[config.mk]
export PLATFORM = sky130hd
export DESIGN_NAME = dac_spi_responder
export DESIGN_NICKNAME = d
export VERILOG_FILES = /design/src/rtl/dac_spi_responder.sv
export SDC_FILE = /design/constraint.sdc
export NUM_CORES = 1
export LEC_CHECK = 0
export CORE_ASPECT_RATIO = 2
export CORE_MARGIN = 10
export CORE_UTILIZATION = 55
export DETAILED_ROUTE_END_ITERATION = 8
export PLACE_DENSITY = 0.9
export SLEW_MARGIN = 40
export SYNTH_ARGS = -nofsm -noshare
export SYNTH_HDL_FRONTEND = slang
export SYNTH_SLANG_ARGS = --single-unit
[constraint.sdc]
create_clock -name sclk -period 3.6 [get_ports sclk]
set_clock_uncertainty 0.05 [all_clocks]
set_input_delay 0.72 -clock sclk [delete_from_list [all_inputs] [get_ports sclk]]
set_output_delay 0.72 -clock sclk [all_outputs]
set_load 0.01 [all_outputs]
[src/rtl/dac_spi_responder.sv]
// SPI responder (slave end) of the DAC serial link: receives WIDTH-bit words MSB first
// and shifts a response out on dac_miso. Define DAC_SPI_RESPONDER_LOOPBACK_EN to echo the last received word.
module dac_spi_responder #(
  parameter int WIDTH = 8
) (
  input  logic             sclk,
  input  logic             n_reset,
  input  logic             dac_cs,
  input  logic             dac_mosi,
  output logic             dac_miso,
  input  logic [WIDTH-1:0] tx_data,
  output logic [WIDTH-1:0] rx_data,
  output logic             rx_valid,
  output logic             frame_err,
  output logic             overrun,
  output logic             busy,
  output logic [1:0]       o_dbg_state
);

  // Handshake: none; a frame is every run of rising sclk edges with dac_cs low, rx_valid
  // and frame_err are single-cycle pulses, overrun is a level cleared by the next cs-high edge.
  typedef enum logic [1:0] {
    ST_IDLE  = 2'd0,
    ST_SHIFT = 2'd1,
    ST_HOLD  = 2'd2
  } state_t;

  localparam int CW = $clog2(WIDTH) + 1;
  localparam logic [CW-1:0] LAST_BIT = CW'(WIDTH - 1);
  localparam logic [CW-1:0] FULL_CNT = CW'(WIDTH);

  state_t           r_state, w_state_nxt;
  logic [CW-1:0]    r_cnt, w_cnt_nxt;
  logic [WIDTH-1:0] r_rx_sh, w_rx_sh_nxt;
  logic [WIDTH-1:0] r_tx_sh, w_tx_sh_nxt;
  logic [WIDTH-1:0] r_rx_data, w_rx_data_nxt;
  logic             r_rx_valid, w_rx_valid_nxt;
  logic             r_frame_err, w_frame_err_nxt;
  logic             r_overrun, w_overrun_nxt;
  logic [WIDTH-1:0] w_load;
  logic [WIDTH-1:0] w_rx_shifted;
  logic [WIDTH-1:0] w_tx_shifted;

`ifdef DAC_SPI_RESPONDER_LOOPBACK_EN
  assign w_load = r_rx_data;
`else
  assign w_load = tx_data;
`endif

  assign w_rx_shifted = {r_rx_sh[WIDTH-2:0], dac_mosi};
  assign w_tx_shifted = {r_tx_sh[WIDTH-2:0], 1'b0};

  always_comb begin
    w_state_nxt     = r_state;
    w_cnt_nxt       = r_cnt;
    w_rx_sh_nxt     = r_rx_sh;
    w_tx_sh_nxt     = r_tx_sh;
    w_rx_data_nxt   = r_rx_data;
    w_rx_valid_nxt  = 1'b0;
    w_frame_err_nxt = 1'b0;
    w_overrun_nxt   = r_overrun;
    unique case (r_state)
      ST_IDLE: begin
        if (dac_cs) begin
          w_tx_sh_nxt = w_load;
        end else begin
          w_rx_sh_nxt = w_rx_shifted;
          w_tx_sh_nxt = w_tx_shifted;
          w_cnt_nxt   = CW'(1);
          w_state_nxt = ST_SHIFT;
        end
      end
      ST_SHIFT: begin
        if (dac_cs) begin
          // cs rising on what would be the last bit still counts as an abort
          w_frame_err_nxt = 1'b1;
          w_cnt_nxt       = '0;
          w_tx_sh_nxt     = w_load;
          w_state_nxt     = ST_IDLE;
        end else begin
          w_rx_sh_nxt = w_rx_shifted;
          w_tx_sh_nxt = w_tx_shifted;
          w_cnt_nxt   = r_cnt + CW'(1);
          if (r_cnt == LAST_BIT) begin
            w_rx_data_nxt  = w_rx_shifted;
            w_rx_valid_nxt = 1'b1;
            w_cnt_nxt      = FULL_CNT;
            w_state_nxt    = ST_HOLD;
          end
        end
      end
      ST_HOLD: begin
        if (dac_cs) begin
          w_overrun_nxt = 1'b0;
          w_cnt_nxt     = '0;
          w_tx_sh_nxt   = w_load;
          w_state_nxt   = ST_IDLE;
        end else begin
          w_overrun_nxt = 1'b1;
        end
      end
      default: w_state_nxt = ST_IDLE;
    endcase
  end

  always_ff @(posedge sclk) begin
    if (!n_reset) begin
      r_state     <= ST_IDLE;
      r_cnt       <= '0;
      r_rx_sh     <= '0;
      r_tx_sh     <= '0;
      r_rx_data   <= '0;
      r_rx_valid  <= 1'b0;
      r_frame_err <= 1'b0;
      r_overrun   <= 1'b0;
    end else begin
      r_state     <= w_state_nxt;
      r_cnt       <= w_cnt_nxt;
      r_rx_sh     <= w_rx_sh_nxt;
      r_tx_sh     <= w_tx_sh_nxt;
      r_rx_data   <= w_rx_data_nxt;
      r_rx_valid  <= w_rx_valid_nxt;
      r_frame_err <= w_frame_err_nxt;
      r_overrun   <= w_overrun_nxt;
    end
  end

  assign dac_miso    = (!dac_cs && (r_state != ST_HOLD)) ? r_tx_sh[WIDTH-1] : 1'b0;
  assign rx_data     = r_rx_data;
  assign rx_valid    = r_rx_valid;
  assign frame_err   = r_frame_err;
  assign overrun     = r_overrun;
  assign busy        = (r_state != ST_IDLE);
  assign o_dbg_state = r_state;

endmodule
Yosys cells after proc, flatten, opt, wreduce, memory -nomap -nowiden:

Index checks and enable logic that the tools add are counted.

* register bits: 32
* output and inout bits: 15
* logic and storage cells: 50

* $add $sub $neg: 1
* eq/ne operators: 7
* mux-type cells: 17
* bitwise operators: 3
* reductions and logical operators: 14

Operators with widths (number)
* 4-bit 2-to-1 mux: 4
* 8-bit 2-to-1 mux: 2
* 8-bit one-hot mux with 2 select lines: 1
* 4-bit one-hot mux with 3 select lines: 1
* 3-bit AND reduction: 3
* 2-bit 2-to-1 mux: 4
* 2-bit != test (second input constant): 3
* 2-bit one-hot mux with 3 select lines: 1
* 2-bit AND reduction: 3
* 4-bit by 1-bit adder with 4-bit output (second input constant): 1
* 4-bit by 3-bit equality test with 1-bit output (second input constant): 1
* 1-bit 2-to-1 mux: 4
* 2-bit nonzero test: 2
* 3-bit != test (second input constant): 1
* 1-bit inverter: 3
* 3-bit nonzero test: 1
* 3-bit OR reduction: 1
* 2-bit by 1-bit equality test with 1-bit output (second input constant): 1
* 2-bit equality test (second input constant): 1
* 2-bit zero test: 1
* 2-bit OR reduction: 1
* 1-bit logical AND: 1
* 1-bit zero test: 1

Longest topological paths before layout:

Gate-level depths: netlist of the first run.

* word-level depth: 4
* gate-level depth with buffers: 7
* gate-level depth less buffers: 5

Worst setup path after synthesis of the first run:

Ideal clock, no wire load.

* path type: input to output
* from: input dac_cs
* to: output dac_miso
* arrival time: 1.280 ns
* required time: 2.830 ns
* slack: 1.550 ns
* stages: 3
* cells stage by stage: buf_6 > nor2_2 > and2_1

* longest elaborated chain between the ends: 3

RTL lines
* start, declared: line 8 `input logic dac_cs,`
* 1-bit zero test: line 128 `assign dac_miso = (!dac_cs && (r_state != ST_HOLD)) ? r_tx_sh[WIDTH-1] : 1'b0;`
* 1-bit logical AND: line 128
* 1-bit 2-to-1 mux: line 128
* end, declared: line 10 `output logic dac_miso,`

Every way passes these cells.

Final worst setup path of the first run:

Same ends and word-level chain as after synthesis.

==> flow_summary.ini, run 1 <==
[logic_synthesis]
syn_area_sq_um = 1460
synth_edf_count = 0
async_flop_share_pct = 0
synth_nets = 177
synth-main-ff-cell = dfxtp_1
synth_warnings = 0
yosysTopAreaCell = dfxtp_1
ys_seq_elements = 32
ys_top_cells_by_count = 32 x dfxtp_1, 19 x a21oi_1, 17 x o21ai_0, 12 x nand2_1, 9 x nand3_1
synthMuxAreaShare_pct = 7.12
seq_area_frac_synth_pct = 43.9
synth_compound_area_share_pct = 25.0
synthTopCellsByArea = dfxtp_1 44%, a21oi_1 6.5%, o21ai_0 5.8%
synth_top_cell_area_share_pct = 43.9
synth_xor_area_share_pct = 0
synth_simple_gate_area_share_pct = 14.5
synth_top_family_by_area = compound AO/OA/AOI/OAI gates
synth_most_common_cell = dfxtp_1
ys_types = 35
avgSynthCellArea_sq_um = 9.12
synth_cells = 160
synth_adder_area_share_pct = 4.29

[critical_path]
worstSetupPathType = input pin to primary output
endpoint_kind = primary output
reg2reg_slack_ns = 1.48
worst_r2r_path_depth = 5
crit_start = dac_cs
required_ns = 2.83
crit_end = dac_miso
cp_cell_sequence = clkdlybuf4s50_1 -> nor2_2 -> and2_1 -> clkdlybuf4s50_1
rr_endpoint = r_cnt[1]
timing.rr.start = o_dbg_state[1]
cp_slowest_cell = clkdlybuf4s50_1
cpMostUsedCell = clkdlybuf4s50_1
cp.arrival_ns = 2.19
slowest_delay_ns = 0.54
cp-start-kind = input pin
cp_max_fo = 8

[finish]
nFillCells = 200
ff_latch_area_sq_um = 641
drive_gt1_share_pct = 10.9
multi_input_area_sq_um = 746
nets = 200
layout.cells.non_filler = 212
area_delta_synth_final_pct = 24.7
n_antenna_cell = 0
post-route-util_pct = 71.7

[floorplanning]
initial_utilization_pct = 57.5
io_pins = 27
dieWidth_microns = 56.4
placementRows = 26
die_area_sq_um = 5240
core-area_sq_um = 2540
die_height_microns = 92.8

[clock_network]
clockRootBuffer = clkbuf_8
cts_setup_buffers = 0
clockBufferDepth = 2
ctsHtreeMaxLevel = 2
cts_tree = yes
cts_sinks = 32
clock_latency_ns = 0.29
ctsHoldBuffers = 0
clk_pin_slew_ns = 0.07
cts_resized = 0
numCtsBuffers = 5

[grt]
antenna_found_initial = 0
grt_max_degree = 23
grt_pass1_wl_microns = 6330
grt_pass1_vias = 1418
overflow = 0
grt_usage_pct = 14.6

[pwr]
power_uw = 817
powerDensity_nw_per_um2 = 449
peakVddDrop_mv = 0.471
leakage_uw = 0.000686

[drt]
vias_per_cell = 6.17
wl_per_cell_microns = 17.2
drtPass1Iterations = 4
drc = 0
drt-initial-drc-count = 35
wl_microns = 3650
vias = 1309
ant_nets = 0

[timing]
fin_crit_sh_pct = 82.3
finalHoldViolations = 0
fin_setup_tns_ns = 0
timing.fmax_mhz = 338
setup_viol = 0
tightest_slew_ns = 0.710
period_needed_ns = 2.96
rsz0062_at_grt = no
setup_ws_ns = 0.638
slew_violations = 0
relSlewSlack_pct = 52.6

[placement]
dp_worst_setup_slack_ns = 0.629
portBuffers = 26
hpwlAfterDp_microns = 2740
gp_congestion = 0.808
placedCellCount = 204

[run]
maxCapViolCount = 0

[hold_path]
timing.hold.worst.class = register to register

[outcome]
status = finished clean
-- metal layers --
metal / vias up / GRT usage (%) / routed length, microns
met5: - / 0 / 0
met4: 0 / 7.86 / 93
met3: 9 / 6.29 / 284
met2: 44 / 27.6 / 2010
met1: 629 / 12.2 / 1260
li1: 627 / - / -
-- stage by stage --
stage	hold WS [ns]	area, sq um
after floorplan	0.390	1460
after global placement	0.400	1710
after detailed placement	0.414	1710
after CTS	0.427	1820
after global routing	0.443	1820
final	0.423	1820
-- placed cells by master (no fill, tap or decap), types with 5 or more instances in the layout --
master,n
o311a_1,7
o21bai_1,7
nand2_1,12
mux2_2,7
ha_1,5
clkdlybuf4s50_1,26
clkbuf_8,5
o21ai_0,17
a21oi_1,19
dfxtp_1,32
inv_1,6
nand3_1,9
-- critical path, delay by kind of cell --
family        cells  cell delay, ns
buf+inv           2            0.98
simple gates      2            0.50
-- sequential cells by signal (all words and copies together), names as in the netlist --
| signal | flops |
|---|---|
| overrun | 1 |
| r_cnt | 4 |
| r_rx_sh | 7 |
| rx_valid | 1 |
| rx_data | 8 |
| o_dbg_state | 2 |
| frame_err | 1 |
| r_tx_sh | 8 |
-- cell type report --
| cell class | instances | area share [%] |
|---|---|---|
| inverters | 6 | 1.24 |
| repair buffers | 27 | 14.7 |
| multi-input cells | 111 | 41.0 |
| clock buffers | 6 | 3.99 |
| well taps | 28 | 1.93 |
| clock inverters | 2 | 1.93 |
| flip-flops and latches | 32 | 35.2 |
-- cells by family after synthesis --
family | count (synthesis)
compound gates | 57
simple gates | 40
flops | 32
buf+inv | 17
mux | 9
fa+ha+maj | 5
-- where the power goes --
part           leakage (uW)  switching, uW  internal (uW)
clock             0.0000552            135            205
sequential         0.000260           9.40            366
combinational      0.000371           51.4           50.3
total              0.000686            196            621
-- worst min-delay path by stage --
stage                     startpoint         end  slack (ns)  depth (start not counted)
after global routing      r_rx_sh[2]  r_rx_sh[3]        0.44                          2
after floorplan           r_rx_sh[6]  rx_data[7]        0.39                          2
after detailed placement  r_rx_sh[4]  r_rx_sh[5]        0.41                          2
final                     r_rx_sh[6]  rx_data[7]        0.42                          2
after global placement    r_rx_sh[0]  r_rx_sh[1]        0.40                          2
after CTS                 rx_data[4]  rx_data[4]        0.43                          2
No activity file was read; power rests on OpenSTA's default activity.
==> inputs of run 2 (changes only) <==
Settings changed: CORE_UTILIZATION 55 to 51, PLACE_DENSITY 0.9 to 0.85.
Clock period 3.6 ns to 2.88 ns, I/O delays scaled along.
==> flow_summary.ini, run 2 (same netlist as run 1, synthesis figures left out) <==
[timing]
fin_crit_sh_pct = 88.2
tightest_slew_ns = 0.713
fin_setup_tns_ns = 0
period_needed_ns = 2.54
setup_viol = 0
timing.fmax_mhz = 394
rsz0062_at_grt = no
relSlewSlack_pct = 52.5
finalHoldViolations = 0
slew_violations = 0

[floorplanning]
core-area_sq_um = 2740
die_height_microns = 95.6
initial_utilization_pct = 53.3
dieWidth_microns = 57.8
die_area_sq_um = 5530
io_pins = 27
placementRows = 27

[placement]
hpwlAfterDp_microns = 2660
portBuffers = 26
gp_congestion = 0.860

[pwr]
powerDensity_nw_per_um2 = 577
peakVddDrop_mv = 0.584
power_uw = 1070
leakage_uw = 0.000705

[clock_network]
ctsHtreeMaxLevel = 2
cts_setup_buffers = 0
clk_pin_slew_ns = 0.06
clock_latency_ns = 0.29
clockBufferDepth = 2
ctsHoldBuffers = 0
cts_sinks = 32
numCtsBuffers = 5
cts_resized = 0
cts_tree = yes
clockRootBuffer = clkbuf_8

[grt]
grt_pass1_wl_microns = 5800
grt_max_degree = 23
grt_usage_pct = 13.2
overflow = 0
antenna_found_initial = 0
grt_pass1_vias = 1358

[drt]
drt-initial-drc-count = 39
vias = 1315
drtPass1Iterations = 4
wl_per_cell_microns = 16.6
wl_microns = 3580
drc = 0
vias_per_cell = 6.12
ant_nets = 0

[critical_path]
timing.rr.start = o_dbg_state[1]
cp_max_fo = 6
endpoint_kind = primary output
cp-start-kind = register
required_ns = 2.25
worst_r2r_path_depth = 5
cp.arrival_ns = 1.91
crit_start = o_dbg_state[0]
worstSetupPathType = register to primary output

[run]
maxCapViolCount = 0

[finish]
drive_gt1_share_pct = 12.4
nets = 202
area_delta_synth_final_pct = 27.1
mostFrequentLayoutCells = 32 x dfxtp_1, 26 x clkdlybuf4s50_1, 19 x a21oi_1
n_antenna_cell = 0
layout_commonest_cell = dfxtp_1

[outcome]
status = finished clean

[hold_path]
timing.hold.worst.class = register to register
min_from = rx_data[3]
min_path_cells = 2
[run 2: changes by cell type in the layout (fill, tap and decap cells not counted)]
cell | previous run | this run
buf_4 | 1 | 3
clkinv_2 | 1 | 0
clkbuf_1 | 1 | 0
clkbuf_8 | 5 | 7
[run 2: final timing paths]
path                                   end  slack (ns)
worst max-delay path              dac_miso        0.34
worst min-delay path            rx_data[3]        0.43
worst max register to register    r_cnt[1]        0.90
worst min register to register  rx_data[3]        0.43
[run 2: layout make-up]
type | instances | area [sq um]
fill | 219 | 882
multi-input combinational | 111 | 746
sequential | 32 | 641
timing repair buffer | 29 | 283
clock buffer | 7 | 96.3
tap | 29 | 36.3
clock inverter | 1 | 30.0
inverter | 6 | 22.5
[run 2: metal layers]
| layer | track usage (%) | share of wire (%) |
|---|---|---|
| met3 | 4.66 | 6.3 |
| met4 | 9.65 | 4.1 |
| met5 | 0 | 0 |
| met2 | 25.9 | 56 |
| met1 | 9.72 | 34 |
[run 2: critical path, cell delays in order (launching register included)]
cell and delay, ns:
dfxtp_1 0.41, inv_1 0.10, ha_1 0.29, nor2_2 0.15, and2_1 0.14, clkdlybuf4s50_1 0.54
[run 2: stage by stage]
step | cell area, sq um | worst slack, ns | utilization, % | cells | hold slack (ns)
detailed placement | 1730 | 0.463 | 63.1 | 207 | 0.412
CTS | 1850 | 0.335 | 67.8 | 215 | 0.421
global route | 1850 | 0.247 | 67.8 | 215 | 0.443
global placement | 1730 | 0.487 | 63.1 | 207 | 0.410
floorplan | 1460 | 0.922 | - | 160 | 0.390
finish | 1850 | 0.341 | 67.8 | 215 | 0.427
[run 2: where the power goes]
group	total [uW]	switching (uW)	internal (uW)
Clock	470	165	305
Sequential	469	11.5	457
Combinational	132	66.9	64.7
Total	1070	243	827
